==> src/rtl/ctu_cluster_rst_seq.sv <==
// ctu_cluster_rst_seq
//
// Clock-control-side reset sequencer for the CPU cluster headers.
//
// On a cold start it enables the cluster clocks one slot at a time, then
// holds the global reset low for a while before releasing it. Once in RUN
// it services warm-reset and debug-init requests through req/ack handshakes.
//
// Optional build macro CTU_RST_SEQ_SCAN_EN adds a scan-enable input `se`.
// While se is high, all cluster clocks are forced on, the sequencer state
// and counters freeze, and the acks are held low.
//
// Ports
//   gclk          in   global clock; all state changes on the rising edge
//   arst_l        in   asynchronous active-low reset
//   por_done      in   power-on complete; level, synchronous to gclk
//   cken_mask     in   per-cluster permission to clock (quasi-static)
//   warm_rst_req  in   warm reset request; level, held until acked
//   dbg_init_req  in   debug init request; level, held until acked
//   se            in   scan enable (only with CTU_RST_SEQ_SCAN_EN)
//   cluster_cken  out  per-cluster clock enable
//   grst_l        out  global sync reset to the clusters, active low
//   gdbginit_l    out  global debug init to the clusters, active low
//   warm_rst_ack  out  1-cycle pulse when a warm request is accepted
//   dbg_init_ack  out  1-cycle pulse when a debug request is accepted
//   rst_done      out  1-cycle pulse on every grst_l rising edge
//   seq_busy      out  high in every state except RUN
module ctu_cluster_rst_seq #(
    parameter int NUM_CLUSTERS = 4,
    parameter int CKEN_STAGGER = 2,
    parameter int RST_HOLD     = 16,
    parameter int DBG_HOLD     = 8
) (
    input  logic                    gclk,
    input  logic                    arst_l,
    input  logic                    por_done,
    input  logic [NUM_CLUSTERS-1:0] cken_mask,
    input  logic                    warm_rst_req,
    input  logic                    dbg_init_req,
`ifdef CTU_RST_SEQ_SCAN_EN
    input  logic                    se,
`endif
    output logic [NUM_CLUSTERS-1:0] cluster_cken,
    output logic                    grst_l,
    output logic                    gdbginit_l,
    output logic                    warm_rst_ack,
    output logic                    dbg_init_ack,
    output logic                    rst_done,
    output logic                    seq_busy
);

    localparam int MAX_A = (RST_HOLD > DBG_HOLD) ? RST_HOLD : DBG_HOLD;
    localparam int MAX_V = (MAX_A > CKEN_STAGGER) ? MAX_A : CKEN_STAGGER;
    localparam int CW    = $clog2(MAX_V + 1);
    localparam int SW    = (NUM_CLUSTERS > 1) ? $clog2(NUM_CLUSTERS) : 1;

    localparam logic [CW-1:0] STAG_LAST = CW'(CKEN_STAGGER - 1);
    localparam logic [CW-1:0] RST_LAST  = CW'(RST_HOLD - 1);
    localparam logic [CW-1:0] DBG_LAST  = CW'(DBG_HOLD - 1);
    localparam logic [SW-1:0] SLOT_LAST = SW'(NUM_CLUSTERS - 1);

    typedef enum logic [2:0] {
        S_IDLE    = 3'd0,
        S_CKEN_ON = 3'd1,
        S_RST_HLD = 3'd2,
        S_RUN     = 3'd3,
        S_WARM    = 3'd4,
        S_DBG     = 3'd5
    } state_t;

    state_t                  state_q, state_d;
    logic [CW-1:0]           cnt_q, cnt_d;
    logic [SW-1:0]           slot_q, slot_d;
    logic [NUM_CLUSTERS-1:0] cken_q, cken_d;
    logic                    grst_q, grst_d;
    logic                    dbg_q, dbg_d;
    logic                    wack_q, wack_d;
    logic                    dack_q, dack_d;
    logic                    done_q, done_d;
    logic                    busy_q, busy_d;

    always_ff @(posedge gclk or negedge arst_l) begin
        if (!arst_l) begin
            state_q <= S_IDLE;
            cnt_q   <= '0;
            slot_q  <= '0;
            cken_q  <= '0;
            grst_q  <= 1'b0;
            dbg_q   <= 1'b0;
            wack_q  <= 1'b0;
            dack_q  <= 1'b0;
            done_q  <= 1'b0;
            busy_q  <= 1'b1;
        end else begin
            state_q <= state_d;
            cnt_q   <= cnt_d;
            slot_q  <= slot_d;
            cken_q  <= cken_d;
            grst_q  <= grst_d;
            dbg_q   <= dbg_d;
            wack_q  <= wack_d;
            dack_q  <= dack_d;
            done_q  <= done_d;
            busy_q  <= busy_d;
        end
    end

    always_comb begin
        state_d = state_q;
        cnt_d   = cnt_q;
        slot_d  = slot_q;
        cken_d  = cken_q;
        grst_d  = grst_q;
        dbg_d   = dbg_q;
        wack_d  = 1'b0;
        dack_d  = 1'b0;
        done_d  = 1'b0;

        case (state_q)
            S_IDLE: begin
                cnt_d  = '0;
                slot_d = '0;
                if (por_done) state_d = S_CKEN_ON;
            end
            S_CKEN_ON: begin
                // The enable for a slot is taken on the first cycle of that
                // slot; the mask is only looked at then, so later mask
                // changes do not touch clusters whose slot has passed.
                if (cnt_q == '0 && cken_mask[slot_q]) cken_d[slot_q] = 1'b1;
                if (cnt_q == '0 && slot_q == SLOT_LAST) begin
                    // The final slot does not wait out its stagger; the
                    // reset hold window starts right away.
                    state_d = S_RST_HLD;
                    cnt_d   = '0;
                end else if (cnt_q == STAG_LAST) begin
                    slot_d = slot_q + SW'(1);
                    cnt_d  = '0;
                end else begin
                    cnt_d = cnt_q + CW'(1);
                end
            end
            S_RST_HLD, S_WARM: begin
                if (cnt_q == RST_LAST) begin
                    grst_d  = 1'b1;
                    dbg_d   = 1'b1;
                    done_d  = 1'b1;
                    cnt_d   = '0;
                    state_d = S_RUN;
                end else begin
                    cnt_d = cnt_q + CW'(1);
                end
            end
            S_RUN: begin
                cnt_d = '0;
                // Warm reset has priority; a simultaneous debug request
                // stays pending and is seen again after WARM.
                if (warm_rst_req) begin
                    wack_d  = 1'b1;
                    grst_d  = 1'b0;
                    dbg_d   = 1'b0;
                    state_d = S_WARM;
                end else if (dbg_init_req) begin
                    dack_d  = 1'b1;
                    dbg_d   = 1'b0;
                    state_d = S_DBG;
                end
            end
            S_DBG: begin
                if (cnt_q == DBG_LAST) begin
                    dbg_d   = 1'b1;
                    cnt_d   = '0;
                    state_d = S_RUN;
                end else begin
                    cnt_d = cnt_q + CW'(1);
                end
            end
            default: begin
                state_d = S_IDLE;
                cnt_d   = '0;
                slot_d  = '0;
            end
        endcase

        // Losing power-on-done anywhere outside IDLE abandons the sequence.
        if (state_q != S_IDLE && !por_done) begin
            state_d = S_IDLE;
            cnt_d   = '0;
            slot_d  = '0;
            cken_d  = '0;
            grst_d  = 1'b0;
            dbg_d   = 1'b0;
            wack_d  = 1'b0;
            dack_d  = 1'b0;
            done_d  = 1'b0;
        end

        busy_d = (state_d != S_RUN);

`ifdef CTU_RST_SEQ_SCAN_EN
        // Scan freezes the whole sequencer in place; pulses are suppressed.
        if (se) begin
            state_d = state_q;
            cnt_d   = cnt_q;
            slot_d  = slot_q;
            cken_d  = cken_q;
            grst_d  = grst_q;
            dbg_d   = dbg_q;
            wack_d  = 1'b0;
            dack_d  = 1'b0;
            done_d  = 1'b0;
            busy_d  = busy_q;
        end
`endif
    end

`ifdef CTU_RST_SEQ_SCAN_EN
    assign cluster_cken = se ? {NUM_CLUSTERS{1'b1}} : cken_q;
`else
    assign cluster_cken = cken_q;
`endif
    assign grst_l       = grst_q;
    assign gdbginit_l   = dbg_q;
    assign warm_rst_ack = wack_q;
    assign dbg_init_ack = dack_q;
    assign rst_done     = done_q;
    assign seq_busy     = busy_q;

endmodule
==> config.mk <==
export PLATFORM = sky130hd
export DESIGN_NAME = ctu_cluster_rst_seq
export DESIGN_NICKNAME = d
export VERILOG_FILES = /design/src/rtl/ctu_cluster_rst_seq.sv
export SDC_FILE = /design/constraint.sdc
export NUM_CORES = 1
export LEC_CHECK = 0
export BUFFER_PORTS_ARGS = -buffer_cell sky130_fd_sc_hd__buf_2
export CAP_MARGIN = 20
export CORE_ASPECT_RATIO = 1.1
export CORE_MARGIN = 2
export CORE_UTILIZATION = 40
export CTS_BUF_LIST = sky130_fd_sc_hd__clkbuf_2 sky130_fd_sc_hd__clkbuf_4 sky130_fd_sc_hd__clkbuf_8
export DETAILED_ROUTE_END_ITERATION = 6
export SLEW_MARGIN = 20
export SYNTH_ARGS = -nofsm -noshare
export SYNTH_HDL_FRONTEND = slang
export SYNTH_SLANG_ARGS = --single-unit
==> constraint.sdc <==
create_clock -name gclk -period 2.3 [get_ports gclk]
set_clock_uncertainty 0.2 [all_clocks]
set_input_delay 0 -clock gclk [delete_from_list [all_inputs] [get_ports gclk]]
set_output_delay 0 -clock gclk [all_outputs]
set_load 0.01 [all_outputs]
== Yosys cells after proc, flatten, opt, wreduce, memory -nomap -nowiden ==
Cells that the tools add are included.

* Add/sub/neg operators: 2
* $lt $le $gt $ge: 2
* Equal/unequal tests: 17
* Multiplexer cells: 44
* Bitwise gates (word level): 1
* Reductions and logical operators: 18

{| class="wikitable"
|+ Operators by type and width
! kind !! number
|-
| $mux 5 || 5
|-
| $mux 3 || 7
|-
| $mux 1 || 19
|-
| $ne 3x3->1 const B || 5
|-
| $pmux 3 s5 || 1
|-
| $pmux 5 s3 || 1
|-
| $mux 4 || 3
|-
| $eq 3x2->1 const B || 2
|-
| $eq 3x3->1 const B || 2
|-
| $mux 2 || 3
|-
| $reduce_and 3->1 || 2
|-
| $reduce_bool 3->1 || 2
|-
| $add 5x1->5 const B || 1
|-
| $eq 5x1->1 const B || 1
|-
| $eq 5x3->1 const B || 1
|-
| $eq 5x4->1 const B || 1
|-
| $logic_not 5->1 || 1
|-
| $logic_and 1x1->1 || 4
|-
| $ne 4x4->1 const B || 1
|-
| $or 4x4->4 || 1
|-
| $pmux 2 s2 || 1
|-
| $reduce_and 4->1 || 1
|-
| $reduce_bool 2->1 || 2
|-
| $reduce_bool 4->1 || 1
|-
| 16 further kinds || 16
|}

* Register bits: 20
* Input bits: 9
* Output and inout bits: 10
* Logic and storage cells: 94

== Depth between registers and ports, before layout ==
Gate-level depths: netlist (run 1).

* Depth in word-level cells: 8
* Mapped depth: 8
* Depth with buffers taken out: 8

== Least setup slack after synthesis (run 1) ==
Ideal clock, no wire load.

* Path type: flip-flop to flip-flop
* Start point: register cnt_q[0]
* End point: register dbg_q, in the netlist gdbginit_l
* Library setup time: 128 ps
* Arrival time: 1853 ps
* Data required time: 1972 ps
* Setup slack: 119 ps
* Stages on the path, launching flop included: 8
* Path buffers: 0
* Clock period less this slack: 2181 ps
* Path through: dfrtp_1 > ha_1 > and3_1 > ha_1 > nor2_1 > a21oi_1 > o31ai_1 > mux2_1

* Cells in the longest elaborated chain, start to end: 3
* Elaborated cells on any way between the ends: 5
* Those cells by class: eq/ne: 4; reduce/logical: 1

{| class="wikitable"
|+ RTL lines
! element !! RTL line !! source
|-
| start: declaration || 72 || <nowiki>logic [CW-1:0] cnt_q, cnt_d;</nowiki>
|-
| start signal: assignment || 96 || <nowiki>cnt_q <= cnt_d;</nowiki>
|-
| $eq 5x3->1 or $eq 5x4->1 (tied branches) || 169, 143 ||
|-
| $ne 3x3->1 (no line) || n/a ||
|-
| $reduce_and 4->1 (no line) * || n/a ||
|-
| end signal: assignment || 100 || <nowiki>dbg_q <= dbg_d;</nowiki>
|-
| end: declaration || 76 || <nowiki>logic dbg_q, dbg_d;</nowiki>
|}

Mark *: on every way between the ends. The rest lies on a longest branch, timed or not.
A chain may end at the register's enable or synchronous reset.

== Worst setup path in the final report (run 1) ==
* Start point: register cnt_q[1]
* End point: register dbg_q, in the netlist gdbginit_l

Same word-level chain as after synthesis.

==> results of run 1 <==
## worst max-delay path: stages, from the launching register on
cell     delay, ps
dfrtp_1        410
ha_1           220
and3_1         210
ha_1           190
nor2_1         170
a21oi_1        100
o31ai_1        270
mux2_1         350
## area by class of cell
type                            count  share of cell area (%)
Clock buffer                        4                   2.339
Inverter                           10                   2.419
Multi-Input combinational cell    100                   47.90
Sequential cell                    20                   32.34
Tap cell                           34                   2.742
Timing Repair Buffer               29                   12.26
## metrics by stage
stage               std cells  hold WS [ps]  TNS (ps)
global route              197         131.2    -6.699
detailed placement        186        -225.0         0
finish                    197         98.95         0
global placement          186        -228.3         0
CTS                       198         105.7         0
floorplan                 137        -495.6         0
## placed cells by master, fill, tap and decap left out, types with 3 or more instances in the layout
cell / instances
nor2b_1: 5
dfrtp_1: 19
buf_4: 4
nand2_1: 4
buf_2: 18
nand4_1: 3
ha_1: 9
nor3_1: 10
o21ai_0: 6
a211oi_1: 3
dlygate4sd3_1: 7
inv_1: 10
nor2_1: 7
nand2b_1: 6
clkbuf_4: 3
a21oi_1: 7
nor3b_1: 3
a22o_1: 5
## worst paths after layout
kind | startpoint | to | slack (ps) | depth (start not counted)
min | cken_mask[3] | cluster_cken[3] | 100 | 4
max | cnt_q[1] | gdbginit_l | 90 | 7
max in group asynchronous | arst_l | seq_busy | 1080 | 3
min in group asynchronous | arst_l | dbg_init_ack | 490 | 3
max reg2reg | cnt_q[1] | gdbginit_l | 90 | 7
min reg2reg | cluster_cken[0] | cluster_cken[0] | 300 | 1
## power groups by stage
stage               logic, mW  registers (mW)  clock network [mW]
floorplan              0.0479           0.374                   0
global placement       0.0781           0.375                   0
detailed placement     0.0782           0.375                   0
CTS                    0.0871           0.368               0.212
global route           0.0965           0.370               0.228
finish                 0.0853           0.368               0.206
## timing repair
action / in CTS / in global routing
resized for setup: 0 / 1
setup endpoints to repair: 0 / 23
hold buffers: 8 / 0
endpoints found under the hold margin: 28 / 0
## kinds of logic after synthesis
logic type	synth area share (%)
muxes	2.576
DFF	38.26
and+or+nand+nor	24.14
xor gates and xnor gates	1.336
adders and majority gates	8.588
AOI/OAI and AO/OA	19.75
buffers and inverters	5.344
## flip-flops by register name, summed over array words and instances (netlist names)
signal / flops
cluster_cken: 4
grst_l: 1
cnt_q: 5
warm_rst_ack: 1
dbg_init_ack: 1
state_q: 3
rst_done: 1
seq_busy: 1
gdbginit_l: 1
slot_q: 2
## per-layer routing
metal  vias up  global-route usage, %  routed length, um
met5         -                      0                  0
met4         0                  5.966                 41
met3         5                  2.429                 84
met2        21                  26.97               1321
met1       526                  20.51               1278
li1        557                      -                  -
==> results by group, run 1 <==
Floorplanning
  • Die Wd: 58.59 um
  • Rows: 21
  • Core ar.: between 3000 and 4000 um2
  • Boundary Pins: 19
  • Initial Util: between 40% and 50%
  • Die Y: 64.05 um
  • Die area: roughly 3800 um2

Timing
  • Fin crit share: 96.26%
  • Setup ws final: 86.03 ps
  • Pins Over Slew Limit: 0
  • RSZ-0062 raised after global routing: yes
  • Final min period: 2214 ps
  • Highest clock rate: 451.7 MHz
  • Final Hold Viols: 0
  • Max-slew headroom: roughly three fifths
  • Final setup fails: 0
  • Worst-Margin Slew: 596.3 ps

Critical path
  • Worst setup path category: register to register
  • WP data required: between 2000 and 2500 ps
  • Startpoint Class: register
  • Element type at the critical path end: register
  • Worst EP arrival: about 2200 ps
  • Critical path peak fanout: 3

Synthesis
  • Register area share after synthesis: a little under two fifths
  • Synth Flop Type: dfrtp_1
  • Post-synth top area cell: dfrtp_1
  • Asr flop ratio synth: 100.0%
  • Post-Syn Area: 1311 um2
  • Synth top area share: 36.26%
  • Number of synthesized flops with an enable pin: 0
  • Top post-synthesis cells by area: dfrtp_1 36%, ha_1 8.6%, nor3_1 3.8%
  • Mapped Cells: 137
  • Synth cell types: between 40 and 50
  • Post-synth top cells: 19 x dfrtp_1, 10 x inv_1, 10 x nor3_1
  • Most common cell in the synthesized netlist: dfrtp_1
  • Syn avg cell area: 9.571 um2
  • Synthesized Nets: 155
  • Ys Warns: 0
  • Count of state elements after synthesis: 20

Drt
  • Routed via count: between 1k and 1.5k
  • Wire per inst: 13.83 um
  • Total Wirelength: 2725 um
  • Antenna Nets Post-Route: 0
  • Drc violations: 2
  • Starting DRT DRC Count: 30
  • Drt first pass iters: 6
  • DR vias/cell: between 5 and 6

Placement
  • Final GP Congestion: 0.8370
  • Pre-CTS setup slack: 85.96 ps
  • Placed cell area: roughly 1400 um2
  • PortBufs: 18
  • Detailed Place HPWL: 1952 um

Global route
  • First-pass GRT wire length: 4650 um
  • Vias in the first global route: around 1.0k
  • Global Route Usage Sum: 16.04%
  • Number of antenna violations at the first check in global routing: 0
  • Gr ovfl total: 0
  • Largest net degree at the start of global routing: 20

CTS
  • Postcts setup bufs: 0
  • Skew-Pair Late Insertion Delay: 310 ps
  • CTS max path bufs: 2
  • Clk pin slew, worst setup/hold paths: 120 ps
  • CTS Sinks: 20
  • H-tree levels: 1
  • CTS tree: built
  • Inserted Clock Buffers: 3
  • Root Driver: clkbuf_4

Power
  • Net Switching: roughly 160 uW
  • Int Power: slightly below 500 uW
  • Worst vdd ir: 178.5 uV
  • Clock Power Share: 31.2%
  • Switching Fraction: 24.83%
  • Combinational share of power: 12.9%
  • Sequential power share: 55.8%
  • Total power: 659.3 uW
  • Power density over cell area: 425.0 nW/um2
  • P_leak: 0.6880 nW

Layout
  • Antenna Cells: 0
  • Filler cells: 293
  • Final net count: 182
  • Finished Cell Area: 1551 um2
  • Sequential cell area: 501.7 um2
  • Layout cell share with drive strength beyond 1: 21.47%
  • Synth-to-Final Area Change: 18.32%
  • Area occupied by multi-input gates: 743.2 um2
  • Final core occ: 50.04%

Job
  • Max capacitance violation total: 0

Outcome
  • Failing checks: DRC
  • Status: complete, but fails checks

Worst hold path
  • Worst hold-check path type: input pin to register
(Power assumes the default switching activity.)
==> run 2, diff against run 1 <==
--- a/config.mk
+++ b/config.mk
@@ -5,6 +5,7 @@
 export SDC_FILE = /design/constraint.sdc
 export NUM_CORES = 1
 export LEC_CHECK = 0
+export ABC_AREA = 1
 export BUFFER_PORTS_ARGS = -buffer_cell sky130_fd_sc_hd__buf_2
 export CAP_MARGIN = 20
 export CORE_ASPECT_RATIO = 1.1
@@ -12,7 +13,6 @@
 export CORE_UTILIZATION = 40
 export CTS_BUF_LIST = sky130_fd_sc_hd__clkbuf_2 sky130_fd_sc_hd__clkbuf_4 sky130_fd_sc_hd__clkbuf_8
 export DETAILED_ROUTE_END_ITERATION = 6
-export SLEW_MARGIN = 20
 export SYNTH_ARGS = -nofsm -noshare
 export SYNTH_HDL_FRONTEND = slang
 export SYNTH_SLANG_ARGS = --single-unit
==> run 2 against run 1 <==
First-iteration DRC count is 10% lower. Register-to-register slack better by 270 ps. Clock power is 42% higher. Synthesized cell count is 34% higher. Critical path type unchanged. Die area is 2.1% higher. Non-clock buffer count is 2 lower. Via count is 12% higher. Largest power group is now combinational logic. Power is 110% higher. The flow now finishes without violations.
==> results by group, run 2 <==
Synthesis
  • Post-Syn Area: 1341 um2 (+2.3%)
  • Synth Area in Simple Gates: 37.13% (+13 points)
  • Number of synthesized flops with an enable pin: 0 (unchanged)
  • Asr flop ratio synth: 100.0% (unchanged)
  • Register area share after synthesis: 37.41% (-0.86 points)
  • Post-synth top cells: 37 x nand2_1, 34 x inv_1, 23 x nor2_1
  • Adder-Cell Fraction of Synth Area: 8.396% (-0.19 points)
  • Synth cell types: 22 (-49%)
  • Synth Flop Type: dfrtp_1
  • Synth top area share: 35.45% (-0.81 points)
  • Syn avg cell area: 7.290 um2 (-24%)
  • Top post-synthesis cells by area: dfrtp_1 35%, nand2_1 10%, inv_1 9.5%
  • Post-Synth XOR/XNOR Area: 0% (-1.3 points)
  • Mux share of post-synthesis cell area: 0% (-2.6 points)
  • Main combinational cell family by area after synthesis: simple AND/OR/NAND/NOR gates
  • Most common cell in the synthesized netlist: nand2_1
  • Count of state elements after synthesis: 20 (unchanged)
  • Compound-gate portion of the synthesized area: 6.157% (-14 points)
  • Ys Warns: 0 (unchanged)
  • Synthesized Nets: 202 (+30%)
  • Post-synth top area cell: dfrtp_1
  • Mapped Cells: 184 (+34%)

CTS
  • CTS max path bufs: 2 (unchanged)
  • Postcts setup bufs: 0 (unchanged)
  • Root Driver: clkbuf_4
  • PostCTS Resize Cnt: 0 (unchanged)
  • CTS tree: built
  • Inserted Clock Buffers: 3 (unchanged)
  • Clk pin slew, worst setup/hold paths: 130 ps (about the same)
  • Skew-Pair Late Insertion Delay: 310 ps (about the same)
  • CTS Sinks: 20 (unchanged)
  • H-tree levels: 1 (unchanged)

Outcome
  • Status: finished, final reports clean

Critical path
  • WP data required: 2340 ps (+40 ps)
  • Critical path buffer and inverter count: 2 (+2)
  • CP max stage cell: dlygate4sd3_1
  • Worst setup path category: register to register
  • Worst path most repeated cell: nor2_1
  • CP Cell Sequence: inv_2 -> nand3_2 -> nor2_1 -> nand2_1 -> nor2_1 -> dlygate4sd3_1
  • Worst R2R End: dbg_init_ack
  • Crit path max-delay family: buffers and inverters
  • RR Startpoint: state_q[2]
  • Crit. path cell count: 6 (-1)
  • CP Launch Point: state_q[2]
  • Worst EP arrival: 1980 ps (-240 ps)
  • Crit path to: dbg_init_ack
  • Max incr delay on CP: 560 ps (+150 ps)
  • Cells on worst reg2reg path: 6 (-1)
  • Setup slack, reg-to-reg: 360 ps (+270 ps)
  • Critical path peak fanout: 7 (+4)
  • Element type at the critical path end: register
  • Startpoint Class: register

Timing
  • Pins Over Slew Limit: 0 (unchanged)
  • Final min period: 1944 ps (-270.4 ps)
  • Setup TNS: 0 ps (unchanged)
  • RSZ-0062 raised after global routing: no
  • Final setup fails: 0 (unchanged)
  • Fin crit share: 84.50% (-12 points)
  • Worst-Margin Slew: 510.5 ps (-85.80 ps)
  • Final Hold Viols: 0 (unchanged)
  • Max-slew headroom: 65.93% (+6.2 points)
  • Highest clock rate: 514.5 MHz (+14%)

Drt
  • Starting DRT DRC Count: 27 (-10%)
  • Total Wirelength: 2948 um (+8.2%)
  • Antenna Nets Post-Route: 0 (unchanged)
  • Wire per inst: 11.79 um (-15%)
  • Drc violations: 0 (-2)
  • DR vias/cell: 4.988 (-11%)
  • Drt first pass iters: 4 (-2)
  • Routed via count: 1,247 (+12%)

Worst hold path
  • Worst Min Path Start: gdbginit_l
  • Worst hold-check path type: register to register

Layout
  • Layout cell share with drive strength beyond 1: 18.69% (-2.8 points)
  • Max FFs per register: 5 (unchanged)
  • Synth-to-Final Area Change: 19.87%
  • Antenna Cells: 0 (unchanged)
  • Biggest register: cnt_q
  • Count of non-filler cells in the finished layout: 250 (+27%)
  • Most common cell after layout, fill and taps aside: nand2_1
  • Final net count: 233 (+28%)
  • Most frequent cells in the layout: 37 x nand2_1, 34 x inv_1, 23 x nor2_1, 19 x dfrtp_1

Power
  • Clock Power Share: 21.1% (-10 points)
  • Switching Fraction: 40.53% (+16 points)
  • Sequential power share: 35.8% (-20 points)
  • Power density over cell area: 858.7 nW/um2 (+100%)
  • P_leak: 0.8810 nW (+28%)
  • Int Power: 821.1 uW (+66%)
  • Worst vdd ir: 529.5 uV (+200%)
  • Combinational share of power: 43.1% (+30 points)
  • Net Switching: 559.5 uW (+240%)

Floorplanning
  • Die Y: 64.74 um (+1.1%)
  • Die area: 3833 um2 (+2.1%)
  • Die Wd: 59.21 um (+1.1%)
  • Boundary Pins: 19 (unchanged)
  • Rows: 22 (+4.8%)
  • Initial Util: 40.95% (-1.3 points)
  • Core ar.: 3276 um2 (+5.6%)

Global route
  • Gr ovfl total: 0 (unchanged)
  • Global Route Usage Sum: 18.07% (+2.0 points)
  • Vias in the first global route: 1,338 (+29%)
  • Number of antenna violations at the first check in global routing: 0 (unchanged)
  • First-pass GRT wire length: 5340 um (+15%)
  • Largest net degree at the start of global routing: 20 (unchanged)

Job
  • Max capacitance violation total: 0 (unchanged)

Placement
  • Post-Place Cells: 237 (+27%)
  • PortBufs: 18 (unchanged)
  • Detailed Place HPWL: 2263 um (+16%)
  • Final GP Congestion: 0.8982 (+7.3%)
==> run 2: changes by cell type in the layout (fill, tap and decap cells not counted), moves of 6 or more <==
cell,delta
inv_1,+24
nand2_1,+33
nand2b_1,-6
nand3_1,+16
nor2_1,+16
nor3_1,-10
==> run 2: per-stage QoR <==
step	hold slack [ps]	power (mW)	area (um2)	setup slack, ps	util [%]
CTS	305.6	1.404	1618	21.71	49.39
finish	293.9	1.381	1608	356.5	49.08
global placement	-227.5	1.061	1465	450.5	44.73
detailed placement	-217.6	1.082	1465	437.6	44.73
floorplan	-495.6	0.9406	1341	655.3	-
global route	337.9	1.520	1608	223.6	49.08
==> run 2: power groups by stage <==
stage	logic [mW]	clock network (mW)	registers, mW
3_3_place_gp	0.567	0	0.494
4_1_cts	0.606	0.304	0.495
3_5_place_dp	0.581	0	0.501
6_report	0.595	0.292	0.494
2_1_floorplan	0.436	0	0.504
5_1_grt	0.700	0.315	0.505
==> run 2: worst register-to-register path, cell delays in order, from the launching register on <==
cell and delay (ps):
dfrtp_1 450, inv_2 120, nand3_2 160, nor2_1 180
nand2_1 110, nor2_1 110, dlygate4sd3_1 560
==> run 2: worst min path at each step <==
stage                            to  slack (ps)  cells past startpoint
global placement       warm_rst_ack        -230                      1
finish                   gdbginit_l         290                      2
CTS                      gdbginit_l         310                      2
detailed placement       state_q[2]        -220                      1
floorplan           cluster_cken[0]        -500                      0
global route             gdbginit_l         340                      2
==> run 2: cell families after synthesis <==
kind of cell,after synthesis
buffers and inverters,37
AOI/OAI and AO/OA,15
adders and majority gates,9
and+or+nand+nor,103
DFF,20
==> run 2: layout make-up <==
cell class              instances  area [um2]
fillers                       316        1668
multi-input cells             127       693.2
flip-flops and latches         20       501.7
repair buffers                 27       180.2
inverters                      36       135.1
well taps                      36       45.04
clock inverters                 1       30.03
clock buffers                   3       22.52
==> run 2: routing by layer <==
layer	GRT usage, %	part of all wire, %	vias to the layer above
met2	32.42	52	32
met3	2.196	3.5	6
li1	-	-	639
met1	20.86	43	570
met4	7.955	1.4	0
met5	0	0	-
==> run 2: timing repair <==
item                       4_1_cts  5_1_grt
hold endpoints to repair        33        0
setup endpoints to repair        0       19
hold buffers                    10        0
==> run 3, diff against run 2 <==
==> constraint.sdc (replaced) <==
create_clock -name gclk -period 1.9 [get_ports gclk]
set_clock_uncertainty 0.2 [all_clocks]
set_input_delay 0 -clock gclk [delete_from_list [all_inputs] [get_ports gclk]]
set_output_delay 0 -clock gclk [all_outputs]
set_load 0.01 [all_outputs]
==> run 3 against run 2 <==
Die area did not move. Power rose by 15%. Largest cell class unchanged. Non-clock buffer count rose by 3. Combinational power rose by 30%. Sequential power rose by 20%. Maximum frequency rose by 5.9%. Sequential cell count did not move.
==> results by group, run 3 (synthesis results as in run 2) <==
Critical path
  • CP Cell Sequence: ha_1 -> nand2_1 -> nor2_1 -> ha_2 -> inv_1 -> nand3_2 -> nand2_1 -> inv_1 -> nand2_1 -> nand2_1 -> nand2_1
  • Startpoint Class: register
  • CP max stage cell: dfrtp_1
  • Max incr delay on CP: 410 ps (-150 ps)
  • Critical path buffer and inverter count: 2 (unchanged)
  • WP data required: 1910 ps (-430 ps)
  • Crit path max-delay family: simple AND/OR/NAND/NOR gates
  • Worst setup path category: register to register
  • Worst EP arrival: 1850 ps (-130 ps)
  • Critical path peak fanout: 5 (-2)
  • Worst path most repeated cell: nand2_1
  • Element type at the critical path end: register

Power
  • P_leak: 0.8844 nW (+0.38%)
  • Worst vdd ir: 523.3 uV (-1.2%)
  • Power density over cell area: 980.2 nW/um2 (+14%)
  • Total power: 1.588 mW (+15%)

Drt
  • Total Wirelength: 3029 um (+2.7%)
  • Drc violations: 0 (unchanged)
  • Wire per inst: 11.97 um (+1.5%)
  • Antenna Nets Post-Route: 0 (unchanged)
  • DR vias/cell: 4.953 (-0.71%)
  • Starting DRT DRC Count: 36 (+33%)
  • Drt first pass iters: 4 (unchanged)
  • Routed via count: 1,253 (+0.48%)

Layout
  • Filler cells: 309 (-2.2%)
  • Most frequent cells in the layout: 37 x nand2_1, 33 x inv_1, 23 x nor2_1, 19 x dfrtp_1
  • Count of non-filler cells in the finished layout: 253 (+1.2%)
  • Final core occ: 49.47% (+0.38 points)
  • Sequential cell area: 501.7 um2 (unchanged)
  • Max FFs per register: 5 (unchanged)
  • Most common cell after layout, fill and taps aside: nand2_1
  • Area occupied by multi-input gates: 705.7 um2 (+1.8%)
  • Synth-to-Final Area Change: 20.80%
  • Biggest register: cnt_q
  • Antenna Cells: 0 (unchanged)
  • Final net count: 236 (+1.3%)
  • Layout cell share with drive strength beyond 1: 21.20% (+2.5 points)

Floorplanning
  • Initial Util: 40.95% (unchanged)
  • Core ar.: 3276 um2 (unchanged)
  • Rows: 22 (unchanged)
  • Boundary Pins: 19 (unchanged)
  • Die Y: 64.74 um (unchanged)
  • Die Wd: 59.21 um (unchanged)
  • Die area: 3833 um2 (unchanged)

Placement
  • Post-Place Cells: 239 (+0.84%)
  • Final GP Congestion: 0.8080 (-10%)
  • PortBufs: 18 (unchanged)
  • Detailed Place HPWL: 2241 um (-0.96%)
  • Pre-CTS setup slack: 43.17 ps (-394.4 ps)

CTS
  • CTS Sinks: 20 (unchanged)
  • H-tree levels: 1 (unchanged)
  • Inserted Clock Buffers: 3 (unchanged)
  • Root Driver: clkbuf_4
  • Clk pin slew, worst setup/hold paths: 110 ps (-20 ps)
  • Skew-Pair Late Insertion Delay: 310 ps (about the same)
  • CTS max path bufs: 2 (unchanged)
  • CTS tree: built

Timing
  • Final Hold Viols: 0 (unchanged)
  • Final setup fails: 0 (unchanged)
  • Setup ws final: 65.31 ps (-291.2 ps)
  • RSZ-0062 raised after global routing: yes
  • Max-slew headroom: 40.52% (-25 points)
  • Hold Worst Slack: 33.21 ps (-260.7 ps)
  • Pins Over Slew Limit: 0 (unchanged)
  • Fin crit share: 96.56% (+12 points)
  • Worst-Margin Slew: 889.2 ps (+378.7 ps)
  • Final min period: 1835 ps (-108.8 ps)
  • Highest clock rate: 545.1 MHz (+5.9%)

Worst hold path
  • Worst hold-check path type: input pin to register

Global route
  • Gr ovfl total: 0 (unchanged)
  • First-pass GRT wire length: 5423 um (+1.6%)
  • Global Route Usage Sum: 18.31% (+0.24 points)
  • Number of antenna violations at the first check in global routing: 0 (unchanged)
  • Largest net degree at the start of global routing: 20 (unchanged)
  • Vias in the first global route: 1,291 (-3.5%)

Outcome
  • Status: finished, final reports clean

Job
  • Max capacitance violation total: 0 (unchanged)
## run 3: cell count changes in the layout (fill, tap and decap cells not counted), sizes merged
cell	change
buf	+3
bufinv	-1
clkbuf	+1
## run 3: final cells by class
type | instances | area share (%)
inverter | 36 | 8.340
timing repair buffer | 30 | 12.51
tap | 36 | 2.780
multi-input combinational | 127 | 43.55
clock buffer | 4 | 1.853
sequential | 20 | 30.97
## run 3: worst reg2reg max path: stages (launching register included)
cell     delay (ps)
dfrtp_1         410
ha_1            200
nand2_1          70
nor2_1          150
ha_2            260
inv_1            90
nand3_2          90
nand2_1          60
inv_1            70
nand2_1          50
nand2_1          50
nand2_1          40
## run 3: worst paths after layout
| check | startpoint | depth (start not counted) | slack, ps | end |
|---|---|---|---|---|
| min in group asynchronous | arst_l | 3 | 520 | seq_busy |
| min reg2reg | gdbginit_l | 2 | 290 | gdbginit_l |
| max reg2reg | cnt_q[0] | 11 | 70 | gdbginit_l |
| min | cken_mask[0] | 7 | 30 | cluster_cken[3] |
| max | cnt_q[0] | 11 | 70 | gdbginit_l |
| max in group asynchronous | arst_l | 3 | 260 | cnt_q[0] |
## run 3: routing by layer
layer	GRT usage [%]	up-vias	routed length, um
met3	3.194	5	112
met2	32.28	26	1542
met4	7.386	0	52
li1	-	646	-
met1	21.34	576	1322
met5	0	-	0
## run 3: per-stage QoR
step / instance area, um2 / setup TNS (ps)
finish: 1620 / 0
global route: 1620 / -35.37
CTS: 1600 / 0
detailed placement: 1480 / 0
global placement: 1480 / 0
floorplan: 1341 / 0
## run 3: repair_timing
item                                    4_1_cts  5_1_grt
endpoints found under the hold margin        33        0
hold buffers                                  9        0
setup buffers                                 0        1
resized for setup                             0        4
endpoints found under the setup margin        0        5
## run 3: report_power, final
group | switching [mW] | internal (mW) | leakage (nW)
combinational | 0.476 | 0.297 | 0.599
sequential | 0.0811 | 0.513 | 0.267
clock | 0.125 | 0.0963 | 0.0184
total | 0.682 | 0.906 | 0.884
